$ cat config.mk
export PLATFORM = sky130hd
export DESIGN_NAME = saber_matvec_scheduler_flat
export DESIGN_NICKNAME = d
export VERILOG_FILES = /design/src/rtl/saber_mul_pkg.sv /design/src/rtl/saber_matvec_scheduler_if.sv /design/src/rtl/matvec_index_gen.sv /design/src/rtl/saber_matvec_scheduler.sv /design/src/flat_wrapper.sv
export SDC_FILE = /design/constraint.sdc
export NUM_CORES = 1
export LEC_CHECK = 0
export ABC_AREA = 1
export BUFFER_PORTS_ARGS = -buffer_cell sky130_fd_sc_hd__buf_2
export CELL_PAD_IN_SITES_DETAIL_PLACEMENT = 1
export CELL_PAD_IN_SITES_GLOBAL_PLACEMENT = 2
export CORE_AREA = 2 2 147 207
export DETAILED_ROUTE_END_ITERATION = 8
export DIE_AREA = 0 0 149 209
export PLACE_DENSITY = 0.76
export SLEW_MARGIN = 20
export SYNTH_ARGS = -nofsm -noshare
export SYNTH_HDL_FRONTEND = slang
export SYNTH_SLANG_ARGS = --single-unit
$ cat constraint.sdc
create_clock -name clk -period 4.4 [get_ports clk]
set_input_delay 0.88 -clock clk [delete_from_list [all_inputs] [get_ports clk]]
set_output_delay 0.88 -clock clk [all_outputs]
set_load 0.05 [all_outputs]
$ cat src/rtl/saber_mul_pkg.sv
// Shared constants and FSM state for the Saber matrix-vector scheduler.
// Word counts are in 64-bit memory words.
package saber_mul_pkg;

    localparam int POLY_WORDS13 = 52;
    localparam int POLY_WORDS16 = 64;
    localparam int SEC_WORDS    = 16;
    localparam int RES_WORDS    = 64;

    typedef enum logic [2:0] {
        IDLE,
        CLR,
        MRST,
        MRUN,
        READ,
        DONE
    } sched_state_t;

    // Counter width able to hold 0..n-1, never narrower than one bit.
    function automatic int cnt_w(input int n);
        return (n <= 2) ? 1 : $clog2(n);
    endfunction

endpackage

$ cat src/rtl/saber_matvec_scheduler_if.sv
// Shared memory port plus multiplier control/status bundle.
// master = scheduler side, slave = memory/multiplier side.
interface saber_matvec_scheduler_if #(
    parameter int ADDR_W = 12
);

    logic [ADDR_W-1:0] mem_addr;
    logic              mem_we;
    logic [63:0]       mem_wdata;
    logic              mul_rst;
    logic              mul_acc_clear;
    logic              mul_read;
    logic              mul_coeff4x;
    logic              mul_done;
    logic [6:0]        mul_bram_addr_rel;
    logic [7:0]        mul_s_addr;
    logic              mul_s_load_now;
    logic [63:0]       mul_coeff4x_out;

    modport master (
        output mem_addr, mem_we, mem_wdata,
        output mul_rst, mul_acc_clear, mul_read,
        output mul_coeff4x,
        input  mul_done, mul_bram_addr_rel,
        input  mul_s_addr, mul_s_load_now,
        input  mul_coeff4x_out
    );

    modport slave (
        input  mem_addr, mem_we, mem_wdata,
        input  mul_rst, mul_acc_clear, mul_read,
        input  mul_coeff4x,
        output mul_done, mul_bram_addr_rel,
        output mul_s_addr, mul_s_load_now,
        output mul_coeff4x_out
    );

endinterface

$ cat src/rtl/matvec_index_gen.sv
// Row/product/readout counters and the A, s and result offsets,
// built with running adders so no address multiplier is needed.
module matvec_index_gen
    import saber_mul_pkg::*;
#(
    parameter int L            = 3,
    parameter int ADDR_W       = 12,
    parameter int POLY_WORDS13 = saber_mul_pkg::POLY_WORDS13,
    parameter int POLY_WORDS16 = saber_mul_pkg::POLY_WORDS16,
    parameter int SEC_WORDS    = saber_mul_pkg::SEC_WORDS,
    parameter int RES_WORDS    = saber_mul_pkg::RES_WORDS
) (
    input  logic              clk,
    input  logic              rst,
    input  logic              transpose,
    input  logic              coeff4x,
    input  logic              op_start,
    input  logic              row_start,
    input  logic              j_adv,
    input  logic              k_adv,
    input  logic              i_adv,
    output logic              i_last,
    output logic              j_last,
    output logic              k_last,
    output logic [ADDR_W-1:0] a_off,
    output logic [ADDR_W-1:0] s_off,
    output logic [ADDR_W-1:0] r_off
);

    localparam int IW = cnt_w(L);
    localparam int KW = cnt_w(RES_WORDS);

    logic [IW-1:0]     i_q;
    logic [IW-1:0]     j_q;
    logic [KW-1:0]     k_q;
    logic [ADDR_W-1:0] row_base;
    logic [ADDR_W-1:0] col_acc;
    logic [ADDR_W-1:0] s_acc;
    logic [ADDR_W-1:0] r_base;
    logic [ADDR_W-1:0] pw;
    logic [ADDR_W-1:0] lpw;
    logic [ADDR_W-1:0] row_step;
    logic [ADDR_W-1:0] col_step;

    // One polynomial stride and one full matrix row stride; the
    // transposed walk simply swaps which counter uses which.
    assign pw  = coeff4x ? ADDR_W'(POLY_WORDS16) : ADDR_W'(POLY_WORDS13);
    assign lpw = coeff4x ? ADDR_W'(L * POLY_WORDS16)
                         : ADDR_W'(L * POLY_WORDS13);
    assign row_step = transpose ? pw : lpw;
    assign col_step = transpose ? lpw : pw;

    assign i_last = (i_q == IW'(L - 1));
    assign j_last = (j_q == IW'(L - 1));
    assign k_last = (k_q == KW'(RES_WORDS - 1));
    assign a_off  = row_base + col_acc;
    assign s_off  = s_acc;
    assign r_off  = r_base + ADDR_W'(k_q);

    // Row counter and the per-row A / result bases.
    always_ff @(posedge clk) begin
        if (rst || op_start) begin
            i_q      <= '0;
            row_base <= '0;
            r_base   <= '0;
        end else if (i_adv) begin
            i_q      <= i_q + IW'(1);
            row_base <= row_base + row_step;
            r_base   <= r_base + ADDR_W'(RES_WORDS);
        end
    end

    // Product counter with its A column and secret offsets.
    always_ff @(posedge clk) begin
        if (rst || row_start) begin
            j_q     <= '0;
            col_acc <= '0;
            s_acc   <= '0;
        end else if (j_adv) begin
            j_q     <= j_q + IW'(1);
            col_acc <= col_acc + col_step;
            s_acc   <= s_acc + ADDR_W'(SEC_WORDS);
        end
    end

    // Readout word counter, restarted for every row.
    always_ff @(posedge clk) begin
        if (rst || row_start) begin
            k_q <= '0;
        end else if (k_adv) begin
            k_q <= k_q + KW'(1);
        end
    end

endmodule

$ cat src/rtl/saber_matvec_scheduler.sv
// Drives the polynomial multiplier through an L x L matrix-vector
// product and owns the single shared data-memory port.
module saber_matvec_scheduler
    import saber_mul_pkg::*;
#(
    parameter int L            = 3,
    parameter int ADDR_W       = 12,
    parameter int POLY_WORDS13 = saber_mul_pkg::POLY_WORDS13,
    parameter int POLY_WORDS16 = saber_mul_pkg::POLY_WORDS16,
    parameter int SEC_WORDS    = saber_mul_pkg::SEC_WORDS,
    parameter int RES_WORDS    = saber_mul_pkg::RES_WORDS
) (
    input  logic              clk,
    input  logic              rst,
    input  logic              start,
    input  logic              transpose,
    input  logic              coeff4x,
    input  logic [ADDR_W-1:0] a_base,
    input  logic [ADDR_W-1:0] s_base,
    input  logic [ADDR_W-1:0] res_base,
    output logic              busy,
    output logic              done,
    saber_matvec_scheduler_if.master bus
);

    sched_state_t      state;
    sched_state_t      nxt;
    logic              tr_q;
    logic              c4_q;
    logic [ADDR_W-1:0] a_q;
    logic [ADDR_W-1:0] s_q;
    logic [ADDR_W-1:0] r_q;
    logic              op_start;
    logic              row_start;
    logic              j_adv;
    logic              k_adv;
    logic              i_adv;
    logic              i_last;
    logic              j_last;
    logic              k_last;
    logic [ADDR_W-1:0] a_off;
    logic [ADDR_W-1:0] s_off;
    logic [ADDR_W-1:0] r_off;
    logic [ADDR_W-1:0] addr;
    logic              we;
    logic [63:0]       wdata;
    logic              mrst;
    logic              aclr;
    logic              mread;

    matvec_index_gen #(
        .L            (L),
        .ADDR_W       (ADDR_W),
        .POLY_WORDS13 (POLY_WORDS13),
        .POLY_WORDS16 (POLY_WORDS16),
        .SEC_WORDS    (SEC_WORDS),
        .RES_WORDS    (RES_WORDS)
    ) u_idx (
        .clk       (clk),
        .rst       (rst),
        .transpose (tr_q),
        .coeff4x   (c4_q),
        .op_start  (op_start),
        .row_start (row_start),
        .j_adv     (j_adv),
        .k_adv     (k_adv),
        .i_adv     (i_adv),
        .i_last    (i_last),
        .j_last    (j_last),
        .k_last    (k_last),
        .a_off     (a_off),
        .s_off     (s_off),
        .r_off     (r_off)
    );

    assign bus.mem_addr      = addr;
    assign bus.mem_we        = we;
    assign bus.mem_wdata     = wdata;
    assign bus.mul_rst       = mrst;
    assign bus.mul_acc_clear = aclr;
    assign bus.mul_read      = mread;
    assign bus.mul_coeff4x   = c4_q;

    // FSM state register.
    always_ff @(posedge clk) begin
        if (rst) begin
            state <= IDLE;
        end else begin
            state <= nxt;
        end
    end

    // Operation parameters, captured only when a start is accepted.
    always_ff @(posedge clk) begin
        if (rst) begin
            tr_q <= 1'b0;
            c4_q <= 1'b0;
            a_q  <= '0;
            s_q  <= '0;
            r_q  <= '0;
        end else if (op_start) begin
            tr_q <= transpose;
            c4_q <= coeff4x;
            a_q  <= a_base;
            s_q  <= s_base;
            r_q  <= res_base;
        end
    end

    // Next state, memory mux and multiplier strobes. Reset forces the
    // idle outputs at once so no write leaks through the reset cycle.
    always_comb begin
        nxt       = state;
        busy      = 1'b0;
        done      = 1'b0;
        addr      = '0;
        we        = 1'b0;
        wdata     = '0;
        mrst      = 1'b0;
        aclr      = 1'b0;
        mread     = 1'b0;
        op_start  = 1'b0;
        row_start = 1'b0;
        j_adv     = 1'b0;
        k_adv     = 1'b0;
        i_adv     = 1'b0;
        unique case (state)
            IDLE: begin
                if (start) begin
                    op_start = 1'b1;
                    nxt      = CLR;
                end
            end
            CLR: begin
                busy      = 1'b1;
                aclr      = 1'b1;
                row_start = 1'b1;
                nxt       = MRST;
            end
            MRST: begin
                busy = 1'b1;
                mrst = 1'b1;
                nxt  = MRUN;
            end
            MRUN: begin
                busy = 1'b1;
                if (bus.mul_s_load_now) begin
                    addr = s_q + s_off + ADDR_W'(bus.mul_s_addr);
                end else begin
                    addr = a_q + a_off + ADDR_W'(bus.mul_bram_addr_rel);
                end
                if (bus.mul_done) begin
                    if (j_last) begin
                        nxt = READ;
                    end else begin
                        j_adv = 1'b1;
                        nxt   = MRST;
                    end
                end
            end
            READ: begin
                busy  = 1'b1;
                we    = 1'b1;
                addr  = r_q + r_off;
                wdata = bus.mul_coeff4x_out;
                mread = 1'b1;
                k_adv = 1'b1;
                if (k_last) begin
                    if (i_last) begin
                        nxt = DONE;
                    end else begin
                        i_adv = 1'b1;
                        nxt   = CLR;
                    end
                end
            end
            DONE: begin
                busy = 1'b1;
                done = 1'b1;
                nxt  = IDLE;
            end
            default: begin
                nxt = IDLE;
            end
        endcase
        if (rst) begin
            nxt       = IDLE;
            busy      = 1'b0;
            done      = 1'b0;
            addr      = '0;
            we        = 1'b0;
            wdata     = '0;
            mrst      = 1'b1;
            aclr      = 1'b0;
            mread     = 1'b0;
            op_start  = 1'b0;
            row_start = 1'b0;
            j_adv     = 1'b0;
            k_adv     = 1'b0;
            i_adv     = 1'b0;
        end
    end

endmodule
$ cat src/flat_wrapper.sv
// flat-port wrapper written by rule: the top's interface ports become plain ports
module saber_matvec_scheduler_flat import saber_mul_pkg::*;
#(
    parameter int L            = 3,
    parameter int ADDR_W       = 12,
    parameter int POLY_WORDS13 = saber_mul_pkg::POLY_WORDS13,
    parameter int POLY_WORDS16 = saber_mul_pkg::POLY_WORDS16,
    parameter int SEC_WORDS    = saber_mul_pkg::SEC_WORDS,
    parameter int RES_WORDS    = saber_mul_pkg::RES_WORDS
)
  (clk, rst, start, transpose, coeff4x, a_base, s_base, res_base, busy, done, bus_mem_addr, bus_mem_we, bus_mem_wdata, bus_mul_rst, bus_mul_acc_clear, bus_mul_read, bus_mul_coeff4x, bus_mul_done, bus_mul_bram_addr_rel, bus_mul_s_addr, bus_mul_s_load_now, bus_mul_coeff4x_out);
  saber_matvec_scheduler_if #(.ADDR_W(ADDR_W)) bus_i ();
  input  logic clk;
  input  logic rst;
  input  logic start;
  input  logic transpose;
  input  logic coeff4x;
  input  logic [ADDR_W-1:0] a_base;
  input  logic [ADDR_W-1:0] s_base;
  input  logic [ADDR_W-1:0] res_base;
  output logic busy;
  output logic done;
  output wire logic [$bits(bus_i.mem_addr)-1:0] bus_mem_addr;
  output wire logic [$bits(bus_i.mem_we)-1:0] bus_mem_we;
  output wire logic [$bits(bus_i.mem_wdata)-1:0] bus_mem_wdata;
  output wire logic [$bits(bus_i.mul_rst)-1:0] bus_mul_rst;
  output wire logic [$bits(bus_i.mul_acc_clear)-1:0] bus_mul_acc_clear;
  output wire logic [$bits(bus_i.mul_read)-1:0] bus_mul_read;
  output wire logic [$bits(bus_i.mul_coeff4x)-1:0] bus_mul_coeff4x;
  input wire logic [$bits(bus_i.mul_done)-1:0] bus_mul_done;
  input wire logic [$bits(bus_i.mul_bram_addr_rel)-1:0] bus_mul_bram_addr_rel;
  input wire logic [$bits(bus_i.mul_s_addr)-1:0] bus_mul_s_addr;
  input wire logic [$bits(bus_i.mul_s_load_now)-1:0] bus_mul_s_load_now;
  input wire logic [$bits(bus_i.mul_coeff4x_out)-1:0] bus_mul_coeff4x_out;
  assign bus_mem_addr = bus_i.mem_addr;
  assign bus_mem_we = bus_i.mem_we;
  assign bus_mem_wdata = bus_i.mem_wdata;
  assign bus_mul_rst = bus_i.mul_rst;
  assign bus_mul_acc_clear = bus_i.mul_acc_clear;
  assign bus_mul_read = bus_i.mul_read;
  assign bus_mul_coeff4x = bus_i.mul_coeff4x;
  assign bus_i.mul_done = bus_mul_done;
  assign bus_i.mul_bram_addr_rel = bus_mul_bram_addr_rel;
  assign bus_i.mul_s_addr = bus_mul_s_addr;
  assign bus_i.mul_s_load_now = bus_mul_s_load_now;
  assign bus_i.mul_coeff4x_out = bus_mul_coeff4x_out;
  saber_matvec_scheduler #(.L(L), .ADDR_W(ADDR_W), .POLY_WORDS13(POLY_WORDS13), .POLY_WORDS16(POLY_WORDS16), .SEC_WORDS(SEC_WORDS), .RES_WORDS(RES_WORDS)) u_core (.clk(clk), .rst(rst), .start(start), .transpose(transpose), .coeff4x(coeff4x), .a_base(a_base), .s_base(s_base), .res_base(res_base), .busy(busy), .done(done), .bus(bus_i));
endmodule
Word level (Yosys, flattened, before mapping). Cells that the tools add are included.

Output and inout bits: 83. Register bits after elaboration: 99. Input port bits: 122. Word-level logic and storage cells: 79.

$add $sub $neg: 14. Mux-type cells: 36. Reductions and logical operators: 5. Eq/ne operators: 11.

Operators by type and width (number): $mux 64 (2); $add 12x12->12 (6); $mux 12 (4); $pmux 12 s2 (1); $mux 1 (21); $mux 3 (5); $pmux 3 s5 (1); $mux 7 (2); $add 12x5->12 const B (1); $add 12x6->12 (1); $add 12x7->12 (1); $add 12x7->12 const B (1); $add 12x8->12 (1); $add 6x1->6 const B (1); $eq 3x2->1 const B (2); $eq 3x3->1 const B (2); $eq 6x6->1 const B (1); $reduce_or 5->1 (1); $add 2x1->2 const B (2); $eq 2x2->1 const B (2); $ne 2x2->1 const B (2); $eq 3x1->1 const B (1); $logic_not 3->1 (1); $reduce_and 3->1 (1); other kinds (2) (3).

Logic depth before layout (Yosys ltp).
Depth in word-level cells: 6. Depth in mapped cells: 16. Depth with buffers taken out: 16.

Modules after synthesis. From an unflattened synthesis, not the netlist that was laid out.

Cells, all modules: 1149. Area total of the unflattened synthesis: 7300.8 µm².

Modules (own cells, without submodules): saber_matvec_scheduler (area an instance 4481.8 µm², seq. area each 820.8 µm², cells an instance 732, times used 1); matvec_index_gen (area an instance 2819.0 µm², seq. area each 880.8 µm², cells an instance 417, times used 1).

Worst setup path after synthesis. Ideal clock, no wire load.

Path kind: input -> output. Start point: in bus_mul_bram_addr_rel[2]. End point: out bus_mem_addr[10]. Arrival: 3.881 ns. Required time: 3.520 ns. Slack: -0.361 ns. Path buffers: 0. Stages on the path: 15. Cells stage by stage: fa_1 inv_1 fa_1 inv_1 ha_1 fa_1 nand3_1 nand2_1 nand2_1 nand3_1 nand2_1 o21ai_0 inv_1 nand2_1 a21oi_1.

Cells in the longest elaborated chain, start to end: 4.

Ends and longest elaborated chain: from (decl) (RTL line flat_wrapper.sv:31) `input wire logic [$bits(bus_i.mul_bram_addr_rel)-1:0] bus_mul_bram_addr_rel;`; $add 12x7->12 (RTL line saber_matvec_scheduler.sv:150) `addr = a_q + a_off + ADDR_W'(bus.mul_bram_addr_rel);`; $mux 12 (RTL line saber_matvec_scheduler.sv:147) `if (bus.mul_s_load_now) begin`; $pmux 12 s2 (RTL line saber_matvec_scheduler.sv:127) `unique case (state)`; $mux 12 (RTL line saber_matvec_scheduler.sv:186) `if (rst) begin`; to (decl) (RTL line flat_wrapper.sv:23) `output wire logic [$bits(bus_i.mem_addr)-1:0] bus_mem_addr;`.

Every way passes these cells.

Final worst setup path. Ends and elaborated chain as after synthesis.

==> run_results.csv <==
group,metric,value,unit
power_and_ir_drop,switching_share,32.8,%
worst_setup_path,critical_path_class,"in2out",
power_and_ir_drop,clkPwrFrac,36.8,%
clocking,clkSlewWorstSetupHoldPaths,0.06,ns
drt,drtPass1Iterations,4,
drt,drcViolationCount,0,
sta,worst_slack,-0.00499,ns
flow_run,max_cap_violations,0,
synthesis,synth_commonest_cells,"inv_1 (232), nand2_1 (190), nor2_1 (128)",
drt,ant_nets,0,
clocking,ctsLongestPathBuffers,2,
placed_design,globalplace.congestion,0.815,
drt,vias_per_cell,4.40,
final_layout,stdcell_area,0.00894,mm²
synthesis,synth_top_area_cell,"dfxtp_1",
clocking,cts_setup_buffers,0,
sta,slew_headroom,46.8,%
drt,drtIter0Drc,210,
power_and_ir_drop,p_sw,0.728,mW
die,coreArea,0.0295,mm²
sta,finalSetupViolations,3,
final_layout,nNetsFinal,1457,
global_route,overflow,0,
status,outcome,"finished, violations left",
clocking,cts_tree,"done",
worst_setup_path,cp.arrival,3.52,ns
die,initial_core_util,23.5,%
synthesis,yosysMostFrequentCell,"inv_1",
synthesis,ys.flop_type,"dfxtp_1",
synthesis,synth-seq-cells,85,
worst_setup_path,required,3.52,ns
placed_design,io_buffers,204,
synthesis,ys_async_sr_fraction,0,%
placed_design,place_ws,-0.399,ns
clocking,clock-root-buffer,"clkbuf_16",
placed_design,dpl_cell_area,0.00844,mm²
worst_setup_path,crit_path_start_kind,"primary input",
synthesis,synth_cell_types,51,
global_route,first_global_vias,7388,
die,die_area,0.0311,mm²
sta,fin_worst_skew,0.00472,ns
power_and_ir_drop,internal-power,1.49,mW
die,rows,75,
synthesis,synth_fp_nets,1254,
synthesis,yosys_warnings,0,
power_and_ir_drop,combPwrFrac,25.5,%
sta,rsz0062_at_grt,"yes",
synthesis,synth_area,0.00693,mm²
global_route,antenna_found_initial,0,
final_layout,layoutNonFillerInstCount,1641,
hold_path,hold_path.class,"reg2reg",
final_layout,multi_input_area,0.00434,mm²
sta,setup-tns-final,-0.00860,ns
status,violations,"negative setup slack",
worst_setup_path,reg2reg_depth,12,
synthesis,netlist_instances,1048,
final_layout,final_layout_size_suffix_gt1_share,24.0,%
drt,vias,7220,
drt,wire_per_inst,14.6,µm
worst_setup_path,cp-end-kind,"output port",
final_layout,insertedDiodeCount,0,
synthesis,avgSynthCellArea,6.61,µm²
worst_setup_path,crit_fanout,3,
final_layout,seq_area,0.00170,mm²
placed_design,dp_hpwl,19600,µm
power_and_ir_drop,p_seq_share,37.7,%
power_and_ir_drop,vdd_drop_max,0.180,mV
global_route,grt_pass1_wl,37700,µm
sta,maxSlewViolCount,0,
final_layout,fillCellCount,3765,
sta,fmax,227,MHz
synthesis,seq_area_frac_synth,24.6,%
clocking,clk_latency,0.36,ns
sta,tightest_slew,0.798,ns
power_and_ir_drop,p_leak,4.87,nW
power_and_ir_drop,power,2.22,mW
power_and_ir_drop,powerDensity,248,mW/mm²
die,die_h,209,µm
synthesis,synthDominantCellAreaShare,24.6,%
global_route,grt_max_degree,43,
synthesis,synth_edf_count,0,
clocking,cts.sinks,85,
clocking,cts_buffers,9,
sta,period_share,100,%
die,die_w,149,µm
final_layout,fin_util,30.3,%
sta,min_period,4.40,ns
global_route,grt_usage,15.5,%
die,io_pins,205,
final_layout,area_delta_synth_final,29.0,%
synthesis,synthTopCellsByArea,"dfxtp_1 (25%), inv_1 (13%), ha_1 (11%)",
sta,whs,0.474,ns
clocking,cts_hold_buf,0,
hold_path,min_path_cells,2,
sta,hold_violations,0,
placed_design,placed_cells,1625,
drt,wirelength,24000,µm
clocking,htree_levels,3,
-- state kept, by name, indices dropped and copies added (netlist names), 2 cells and up --
register               cells
u_core.r_q                12
u_core.s_q                12
u_core.u_idx.row_base     10
u_core.u_idx.s_off         8
u_core.u_idx.j_q           2
u_core.u_idx.col_acc      10
u_core.u_idx.i_q           2
u_core.a_q                12
u_core.state               3
u_core.u_idx.r_base        6
u_core.u_idx.k_q           6
-- power groups by stage --
stage	clock network, mW	logic [mW]	registers [mW]
finish	0.816	0.567	0.836
global route	0.872	0.640	0.841
CTS	0.840	0.572	0.837
detailed placement	0	0.543	0.855
global placement	0	0.534	0.854
floorplan	0	0.339	0.847
-- path summary, 6_finish.rpt --
check	start	endpoint	slack [ns]
worst max register to register	u_core.tr_q	u_core.u_idx.col_acc[10]	2.04
worst max-delay path	bus_mul_bram_addr_rel[2]	bus_mem_addr[10]	-0.005
worst min register to register	u_core.r_q[10]	u_core.r_q[10]	0.47
worst min-delay path	u_core.r_q[10]	u_core.r_q[10]	0.47
-- final cells by class --
class                   count  area share (%)
clock buffers              11            2.83
well taps                 385            5.39
clock inverters             5           0.658
repair buffers            217            13.2
multi-input cells         695            48.6
flip-flops and latches     85            19.0
inverters                 243            10.3
-- critical path, cell delays in order --
cell     delay, ns
buf_6         0.10
fa_1          0.49
inv_2         0.05
fa_1          0.50
inv_1         0.05
ha_2          0.19
fa_2          0.36
nand3_2       0.10
nand2_4       0.07
nand2_4       0.07
nand3_2       0.05
nand2_1       0.06
o21ai_1       0.07
inv_1         0.07
nand2_1       0.06
a21oi_2       0.18
buf_6         0.19
-- cell usage in the layout, fill, tap and decap left out, types with 8 or more instances in the layout --
cell type	instances
clkbuf_16	9
a21oi_1	54
fa_1	22
inv_1	226
buf_4	13
nor2_1	126
ha_1	56
a21oi_2	10
nand4_1	8
nand2_1	185
o21ai_0	62
buf_6	9
inv_2	13
o21ai_1	11
buf_2	194
nand3_1	56
o22ai_1	12
dfxtp_1	85
-- cell families (layout without fill, tap and decap cells) --
kind of cell / Yosys count / count (layout) / synth area share, %
AO/OA/AOI/OAI: 175 / 175 / 13.7
XOR/XNOR: 14 / 14 / 1.77
adder cells (fa/ha/maj): 84 / 84 / 17.7
buffers and inverters: 268 / 476 / 15.3
flip-flops: 85 / 85 / 24.6
AND/OR/NAND/NOR: 422 / 422 / 27.0
-- per-layer routing --
layer	vias to the layer above	share of wire, %	track usage, %
li1	3684	-	-
met1	3365	38	15.6
met2	149	56	31.8
met3	22	4.7	2.27
met4	0	1.7	4.79
met5	-	0	0
-- repair_timing --
action                     in CTS  in global routing
gates resized for setup        40                 14
setup endpoints to repair       9                  9
hold endpoints to repair        0                  0
pin swaps                      17                 10
Note: power is estimated with default switching activity, not from simulation.
